`src/rtl/bank_wbuffer_mport.sv`:
```
// Multi-reader bank write buffer: strobed merge writes by id, round-robin
// arbitrated reads returned through one registered ready/valid channel.
module bank_wbuffer_mport #(
  parameter int DATA_WIDTH = 128,
  parameter int ID_WIDTH   = 5,
  parameter int NUM_RD     = 2,
  parameter int PORT_W     = (NUM_RD > 1) ? $clog2(NUM_RD) : 1
) (
  input  logic                         clk_i,
  input  logic                         rst_i,
  input  logic                         wbuf_wr_req_i,
  input  logic [ID_WIDTH-1:0]          wbuf_wr_id_i,
  input  logic [DATA_WIDTH-1:0]        wbuf_wdata_i,
  input  logic [DATA_WIDTH/8-1:0]      wbuf_wstrb_i,
  input  logic [NUM_RD-1:0]            wbuf_rd_req_i,
  input  logic [NUM_RD*ID_WIDTH-1:0]   wbuf_rd_id_i,
  input  logic [NUM_RD-1:0]            wbuf_rd_release_i,
  output logic [NUM_RD-1:0]            wbuf_rd_gnt_o,
  output logic                         wbuf_rtn_valid_o,
  input  logic                         wbuf_rtn_ready_i,
  output logic [PORT_W-1:0]            wbuf_rtn_port_o,
  output logic                         wbuf_rtn_miss_o,
  output logic [DATA_WIDTH-1:0]        wbuf_rtn_data_o,
  output logic [2**ID_WIDTH-1:0]       wbuf_entry_valid_o,
  output logic [ID_WIDTH:0]            wbuf_count_o
);

  localparam int DEPTH = 2**ID_WIDTH;
  localparam int NB    = DATA_WIDTH / 8;
  localparam int CW    = ID_WIDTH + 1;

  logic [DATA_WIDTH-1:0] mem [DEPTH];
  logic [DEPTH-1:0]      valid_q;
  logic [CW-1:0]         count_q;
  logic [PORT_W-1:0]     rr_ptr;

  logic                  can_issue;
  logic                  gnt_any;
  logic [PORT_W-1:0]     gnt_idx;
  logic [NUM_RD-1:0]     gnt;
  logic [ID_WIDTH-1:0]   rd_id_sel;
  logic                  rel_sel;
  logic                  rel_eff;
  logic                  same_id;
  logic                  wr_fresh;
  logic                  cnt_inc;
  logic                  cnt_dec;
  logic [DATA_WIDTH-1:0] wr_merged;

  assign can_issue = !wbuf_rtn_valid_o | wbuf_rtn_ready_i;

  always_comb begin
    int unsigned       idx;
    logic [PORT_W-1:0] idx_p;
    gnt     = '0;
    gnt_any = 1'b0;
    gnt_idx = '0;
    idx     = 0;
    idx_p   = '0;
    if (can_issue) begin
      for (int unsigned i = 0; i < NUM_RD; i++) begin
        idx   = (int'(rr_ptr) + i) % NUM_RD;
        idx_p = PORT_W'(idx);
        if (!gnt_any && wbuf_rd_req_i[idx_p]) begin
          gnt[idx_p] = 1'b1;
          gnt_any    = 1'b1;
          gnt_idx    = idx_p;
        end
      end
    end
  end

  assign wbuf_rd_gnt_o = gnt;
  assign rd_id_sel     = wbuf_rd_id_i[gnt_idx*ID_WIDTH +: ID_WIDTH];
  assign rel_sel       = wbuf_rd_release_i[gnt_idx];
  assign rel_eff       = gnt_any & rel_sel & valid_q[rd_id_sel];
  assign same_id       = wbuf_wr_req_i & (wbuf_wr_id_i == rd_id_sel);

  // A write landing on an entry released in the same cycle starts from zero,
  // and the release does not count as a free since the entry stays occupied.
  assign wr_fresh = !valid_q[wbuf_wr_id_i] | (gnt_any & rel_sel & same_id);
  assign cnt_inc  = wbuf_wr_req_i & !valid_q[wbuf_wr_id_i];
  assign cnt_dec  = rel_eff & !same_id;

  always_comb begin
    wr_merged = '0;
    for (int unsigned b = 0; b < NB; b++) begin
      if (wbuf_wstrb_i[b])
        wr_merged[b*8 +: 8] = wbuf_wdata_i[b*8 +: 8];
      else if (!wr_fresh)
        wr_merged[b*8 +: 8] = mem[wbuf_wr_id_i][b*8 +: 8];
    end
  end

  always_ff @(posedge clk_i) begin
    if (wbuf_wr_req_i)
      mem[wbuf_wr_id_i] <= wr_merged;
  end

  always_ff @(posedge clk_i) begin
    if (!rst_i) begin
      valid_q          <= '0;
      count_q          <= '0;
      rr_ptr           <= '0;
      wbuf_rtn_valid_o <= 1'b0;
      wbuf_rtn_port_o  <= '0;
      wbuf_rtn_miss_o  <= 1'b0;
      wbuf_rtn_data_o  <= '0;
    end else begin
      if (rel_eff)
        valid_q[rd_id_sel] <= 1'b0;
      if (wbuf_wr_req_i)
        valid_q[wbuf_wr_id_i] <= 1'b1;
      count_q <= count_q + CW'(cnt_inc) - CW'(cnt_dec);
      if (gnt_any) begin
        wbuf_rtn_valid_o <= 1'b1;
        wbuf_rtn_port_o  <= gnt_idx;
        wbuf_rtn_miss_o  <= !valid_q[rd_id_sel];
        wbuf_rtn_data_o  <= valid_q[rd_id_sel] ? mem[rd_id_sel] : '0;
        if (int'(gnt_idx) == NUM_RD - 1)
          rr_ptr <= '0;
        else
          rr_ptr <= gnt_idx + 1'b1;
      end else if (wbuf_rtn_ready_i) begin
        wbuf_rtn_valid_o <= 1'b0;
      end
    end
  end

  assign wbuf_entry_valid_o = valid_q;
  assign wbuf_count_o       = count_q;

endmodule

```
`config.mk`:
```
export PLATFORM = sky130hd
export DESIGN_NAME = bank_wbuffer_mport
export DESIGN_NICKNAME = d
export VERILOG_FILES = /design/src/rtl/bank_wbuffer_mport.sv
export SDC_FILE = /design/constraint.sdc
export NUM_CORES = 2
export LEC_CHECK = 0
export CORE_MARGIN = 5
export CORE_UTILIZATION = 35
export CTS_CLUSTER_SIZE = 12
export DETAILED_ROUTE_END_ITERATION = 8
export HOLD_SLACK_MARGIN = 0.12
export SETUP_SLACK_MARGIN = 0.3
export SLEW_MARGIN = 20
export SYNTH_ARGS = -nofsm -noshare
export SYNTH_HDL_FRONTEND = slang
export SYNTH_SLANG_ARGS = --single-unit
```
`constraint.sdc`:
```
create_clock -name clk_i -period 5 [get_ports clk_i]
set_input_delay 0.75 -clock clk_i [delete_from_list [all_inputs] [get_ports clk_i]]
set_output_delay 0.75 -clock clk_i [all_outputs]
set_load 0.02 [all_outputs]
```
## Word-level counts from Yosys, hierarchy flattened

Memory sizes are Yosys's and may differ from the RTL's.
Cells that the tools add are included.

| word-level totals | value |
|---|---|
| memory bits (writable) | 4096 |
| memories | 1 |
| bits in registers | 170 |

| operators by class | value |
|---|---|
| bitwise gates (word level) | 12 |
| reduce and logical (&&, ||, !) cells | 27 |
| $lt $le $gt $ge | 9 |
| multiply operators | 1 |
| add/sub/neg operators | 4 |
| shifts and indexed selects | 1 |
| multiplexer cells | 70 |
| equality and inequality tests | 17 |

Memories:

| name | depth | bits a word | rd ports | clocked after Yosys merged registers in | write ports | RTL line | source |
|---|---|---|---|---|---|---|---|
| mem | 32 | 128 | 1 | 0 | 1 | 32 | `logic [DATA_WIDTH-1:0] mem [DEPTH];` |

Operator list:

| kind | number |
|---|---|
| $mux 8 | 32 |
| $mux 128 | 1 |
| $mux 32 | 3 |
| $and 32x32->32 | 1 |
| $ne 2x2->1 const B | 16 |
| $not 32->32 | 1 |
| $or 32x32->32 | 1 |
| $reduce_and 2->1 | 16 |
| $mux 1 | 24 |
| $lt 5x6->1 const B | 2 |
| $bmux 1 s5 | 2 |
| $demux 1 s5 | 2 |
| $ge 5x1->1 const B | 2 |
| $shiftx 10x5->5 | 1 |
| $mux 2 | 4 |
| $add 6x1->6 | 1 |
| $and 1x1->1 | 6 |
| $lt 1x2->1 const B | 3 |
| $sub 6x1->6 | 1 |
| $eq 5x5->1 | 1 |
| $logic_and 1x1->1 | 5 |
| $logic_not 1->1 | 5 |
| $mul 1x3->4 const B | 1 |
| $add 1x1->1 const B | 2 |
| other kinds (5) | 8 |

## Longest topological paths before layout

| logic depth | value |
|---|---|
| depth in word-level cells | 20 |
| gate-level depth with buffers | 20 |

## Worst setup path before layout

OpenSTA, ideal clock, no wires.

| timing path | value |
|---|---|
| path type | input -> register |
| from | input wbuf_rtn_ready_i |
| to | register count_q[4], in the netlist wbuf_count_o[4] |
| setup slack | 0.832 ns |
| path buffers | 4 |
| stages on the path | 20 |
| setup time | 0.115 ns |
| required time | 4.885 ns |
| arrival | 4.053 ns |
| path through | nand2b_1 -> buf_4 -> nand3_1 -> buf_2 -> buf_2 -> mux2i_1 -> a41oi_1 -> nor4_2 -> nand2_1 -> clkbuf_1 -> o311a_1 -> ha_1 -> inv_1 -> ha_1 -> fa_1 -> a21oi_1 -> nor2_1 -> nor2_1 -> xnor2_1 -> and2_1 |

| on the way | value |
|---|---|
| word-level cells in the longest chain between the ends | 9 |
| elaborated cells between the ends (all ways) | 16 |
| those cells by class | 1 x add/sub; 1 x mul; 1 x eq/ne; 1 x shift; 6 x mux; 5 x bitwise; 1 x reduce/logical |

Ends and longest elaborated chain:

| item | RTL line | source |
|---|---|---|
| from (decl) | 20 | `input logic wbuf_rtn_ready_i,` |
| $or 1x1->1 * | 50 | `assign can_issue = !wbuf_rtn_valid_o \| wbuf_rtn_ready_i;` |
| $mux 1 | 60 | `if (can_issue) begin` |
| $mul 1x3->4 | 74 | `assign rd_id_sel = wbuf_rd_id_i[gnt_idx*ID_WIDTH +: ID_WIDTH];` |
| $shiftx 10x5->5 | 74 |  |
| $bmux 1 s5 / $eq 5x5->1 (equally long branches) | 76, 77 |  |
| $mux 1 (not written as such) / $and 1x1->1 (equally long branches) | 76, 77 |  |
| $and 1x1->1 / $logic_not 1->1 (equally long branches) | 76, 83 |  |
| $and 1x1->1 * | 83 | `assign cnt_dec = rel_eff & !same_id;` |
| $sub 6x1->6 * | 114 | `count_q <= count_q + CW'(cnt_inc) - CW'(cnt_dec);` |
| to (signal assigned) | 114 |  |
| to (decl) | 34 | `logic [CW-1:0] count_q;` |

Mark *: on every way between the ends. The rest lies on a longest branch, timed or not. The select of a mux whose other input is x is not followed.
A chain may end at the register's enable or synchronous reset.

## Worst setup path after layout

| timing path | value |
|---|---|
| from | register wbuf_rtn_valid_o |
| to | memory mem[11][57], enable pin |

| on the way | value |
|---|---|
| word-level cells in the longest chain between the ends | 11 |
| elaborated cells between the ends (all ways) | 15 |
| those cells by class | 1 x mul; 2 x eq/ne; 1 x shift; 4 x mux; 5 x bitwise; 2 x reduce/logical |

Ends and longest elaborated chain:

| item | RTL line | source |
|---|---|---|
| from (decl) | 19 | `output logic wbuf_rtn_valid_o,` |
| from (signal assigned) | 105 | `wbuf_rtn_valid_o <= 1'b0;` |
| from (signal assigned) | 116 | `wbuf_rtn_valid_o <= 1'b1;` |
| from (signal assigned) | 125 | `wbuf_rtn_valid_o <= 1'b0;` |
| $logic_not 1->1 * | 50 |  |
| $or 1x1->1 * | 50 |  |
| $mux 1 | 60 |  |
| $mul 1x3->4 | 74 |  |
| $shiftx 10x5->5 | 74 |  |
| $eq 5x5->1 | 77 | `assign same_id = wbuf_wr_req_i & (wbuf_wr_id_i == rd_id_sel);` |
| $and 1x1->1 | 77 |  |
| $and 1x1->1 * | 81 | `assign wr_fresh = !valid_q[wbuf_wr_id_i] \| (gnt_any & rel_sel & same_id);` |
| $or 1x1->1 * | 81 |  |
| $ne 2x2->1 (no line) * | - |  |
| $reduce_and 2->1 (no line) * | - |  |
| to (decl) | 32 |  |

Marked as above.

==> flow_summary_export.csv <==
group,metric,value,unit
timing,rsz0062_at_grt,"no",
floorplanning,dieHeight,704,um
placement,portBuffers,337,
global_route,grt_pass1_vias,103000,
timing,period_needed,4.29,ns
setup_path,critPathLaunchType,"register",
synthesis,ys_warn_count,0,
setup_path,worst-path-buf-inv,7,
detailed_routing,met3_length,65000,um
setup_path,critical_path_class,"reg2reg",
synthesis,seq_area_frac_synth,0.750,
synthesis,syn-instance-count,10800,
floorplanning,core_area,0.479,sq mm
cts,ctsHtreeMaxLevel,5,
setup_path,critPathArrivalTime,4.96,ns
layout,layout_common_cells,"edfxtp_1 (4096), nand2_1 (1295), buf_4 (1131)",
layout,areaGrowthSynthToFinish,19.9,%
synthesis,synth_area,0.169,sq mm
synthesis,synth_cell_types,84,
worst_hold_path,hp-class,"in2reg",
floorplanning,start_util,0.352,
floorplanning,io_pins,338,
setup_path,cp_slowest_cell,"dfxtp_1",
timing,hold_viol,0,
setup_path,slowest_delay,0.65,ns
synthesis,synth_edf_count,4096,
detailed_routing,met1_length,233000,um
setup_path,cpLargestDelayFamily,"simple AND/OR/NAND/NOR gates",
timing,tightest_slew,1.21,ns
timing,clock_skew,0.100,ns
synthesis,async_reset_ff_frac,0,
timing,setup_viol,0,
synthesis,synth_seq_cells,4266,
global_route,overflow,0,
placement,dp_hpwl,381000,um
power,powerDensity,383,mW/mm^2
cts,cts_buffer_depth,4,
detailed_routing,dr_wl_met2,267000,um
timing,max_freq,233,MHz
timing,setup_tns,0,ns
layout,layout-drive-gt1-share,0.173,
floorplanning,die-area,0.495,sq mm
setup_path,critPathRequiredTime,5.67,ns
global_route,antenna_found_initial,54,
placement,gp_congestion,0.908,
global_route,grt_use_total,0.231,
cts,cts-resized-gates,0,
timing,hold_slack,0.223,ns
synthesis,synth_fa_ha_area_frac,0.000564,
timing,drv_slew,0,
layout,fin_nets,12200,
power,p_leak,66.7,nW
synthesis,yosysTopAreaCellShare,0.730,
cts,cts-root-buf,"clkbuf_16",
floorplanning,placementRows,254,
setup_path,crit_path_max_fanout,17,
global_route,grt_pass1_wl,822000,um
timing,fin_crit_sh,0.858,
job,cap_violations,0,
detailed_routing,drt_wl_total,595000,um
detailed_routing,initialDrtViolationCount,14700,
synthesis,synth-compound-area-share,0.0921,
detailed_routing,vias_per_cell,5.78,
cts,post_cts.repair.setup_buffers,0,
timing,slew_headroom,0.196,
status,status,"complete, no violations",
synthesis,yosys-top-cells-area,"edfxtp_1 (73%), mux2i_1 (3.3%), nand2_1 (3.0%)",
setup_path,path_common_cell,"buf_4",
synthesis,synth_top_family_by_area,"compound AO/OA/AOI/OAI gates",
synthesis,synth_area_leader_cell,"edfxtp_1",
detailed_routing,via_count,109000,
power,power,0.0775,W
synthesis,synthMuxAreaShare,0.0496,
power,vdd_drop_max,0.000351,V
cts,insertion_delay,1.02,ns
layout,fill_cells,43000,
synthesis,synth_ff_type,"edfxtp_1",
setup_path,crit_path_end_kind,"register",
synthesis,synth_simple_gate_area_frac,0.0849,
cts,cts_made_buffers,431,
cts,ctsHoldBuffers,0,
synthesis,syn_area_per_cell,15.6,sq um
detailed_routing,dr.pass1.iters,9,
cts,path_clk_slew,0.08,ns
synthesis,syn_nets,11000,
floorplanning,die_w,704,um
detailed_routing,avgRoutedWirePerCell,31.6,um
global_route,grt_max_degree,170,
detailed_routing,drc_errors,0,
cts,tritoncts,"done",
detailed_routing,antenna_left,0,
layout,mostFrequentLayoutCell,"edfxtp_1",
detailed_routing,highest_layer,"met5",
synthesis,synthXorXnorAreaFrac,0.000260,
cts,cts.sinks,4266,
setup_path,path_cells,"nor2b_4 > buf_4 > buf_4 > nor4_1 > o21ai_0 > nand4b_1 > nor4_4 > buf_12 > buf_12 > buf_4 > nor3_4 > buf_4 > nor2_1 > buf_4",
-- registers in the layout, summed over array words and instances, names as in the netlist --
name / cells
wbuf_rtn_port_o: 1
rr_ptr: 1
wbuf_entry_valid_o: 32
mem: 4096
wbuf_rtn_miss_o: 1
wbuf_count_o: 6
wbuf_rtn_valid_o: 1
wbuf_rtn_data_o: 128
-- per-stage QoR --
stage | instances | utilization | area [sq um] | setup slack, ns
3_5_place_dp | 18000 | 0.393 | 189000 | 0.0428
5_1_grt | 18800 | 0.422 | 202000 | 0.472
3_3_place_gp | 18000 | 0.393 | 188000 | 0.0386
2_1_floorplan | 10800 | - | 169000 | 0.832
6_report | 18800 | 0.422 | 202000 | 0.709
4_1_cts | 18800 | 0.421 | 202000 | 0.841
-- per-layer routing --
layer / GRT usage / vias to the layer above
met3: 0.0571 / 1131
met4: 0.104 / 18
met2: 0.353 / 6313
met5: 0.00327 / -
met1: 0.312 / 56000
li1: - / 45300
-- worst paths after layout --
check | start | endpoint | slack (ns) | cells after the start
worst max-delay path | wbuf_rtn_valid_o | mem[11][57] | 0.71 | 14
worst min-delay path | rst_i | wbuf_entry_valid_o[4] | 0.22 | 3
worst min register to register | wbuf_rtn_data_o[91] | wbuf_rtn_data_o[91] | 0.46 | 2
worst max register to register | wbuf_rtn_valid_o | mem[11][57] | 0.71 | 14
-- report_power, final --
group | internal (W) | switching, W | total, W
clock | 0.0173 | 0.0136 | 0.0310
sequential | 0.0397 | 0.000226 | 0.0399
combinational | 0.00223 | 0.00441 | 0.00664
total | 0.0592 | 0.0183 | 0.0775
-- cell type report --
type | instances | area (sq um) | share of cell area
Antenna cell | 34 | 85.1 | 0.000421
Clock inverter | 114 | 1200 | 0.00595
Inverter | 49 | 184 | 0.000910
Multi-Input combinational cell | 5655 | 39100 | 0.193
Tap cell | 6400 | 8010 | 0.0396
Timing Repair Buffer | 1624 | 15000 | 0.0741
Sequential cell | 4266 | 126000 | 0.625
Clock buffer | 676 | 12200 | 0.0603
-- Yosys cell counts, drive strengths merged (11+ instances only) --
cell type / count
a2111o: 41
a2111oi: 46
a211o: 15
a211oi: 602
a31oi: 115
a32o: 69
a32oi: 481
a41oi: 52
and2: 141
and3: 645
and4b: 56
buf: 329
clkbuf: 519
dfxtp: 170
edfxtp: 4096
inv: 48
mux2: 16
mux2i: 564
mux4: 112
nand2: 1334
nand2b: 12
nand3: 97
nand3b: 11
nand4: 88
nor2: 554
nor3: 25
nor4: 25
o2111a: 15
o2111ai: 20
o211a: 66
o21ai: 111
o21bai: 136
o22ai: 61
o31ai: 35
o41ai: 33
-- worst reg2reg max path, delay by kind of cell, from the launching register on --
kind,cells,cell delay (ns)
AND/OR/NAND/NOR,6,1.59
buffers and inverters,7,1.55
flip-flops,1,0.65
AO/OA/AOI/OAI,1,0.19
-- logic make-up after synthesis --
| family | Yosys count |
|---|---|
| DFF | 4266 |
| and+or+nand+nor | 3010 |
| AOI/OAI and AO/OA | 1941 |
| buffers and inverters | 897 |
| muxes | 692 |
| adders and majority gates | 7 |
| xor gates and xnor gates | 5 |
Note: power is estimated with default switching activity, not from simulation.
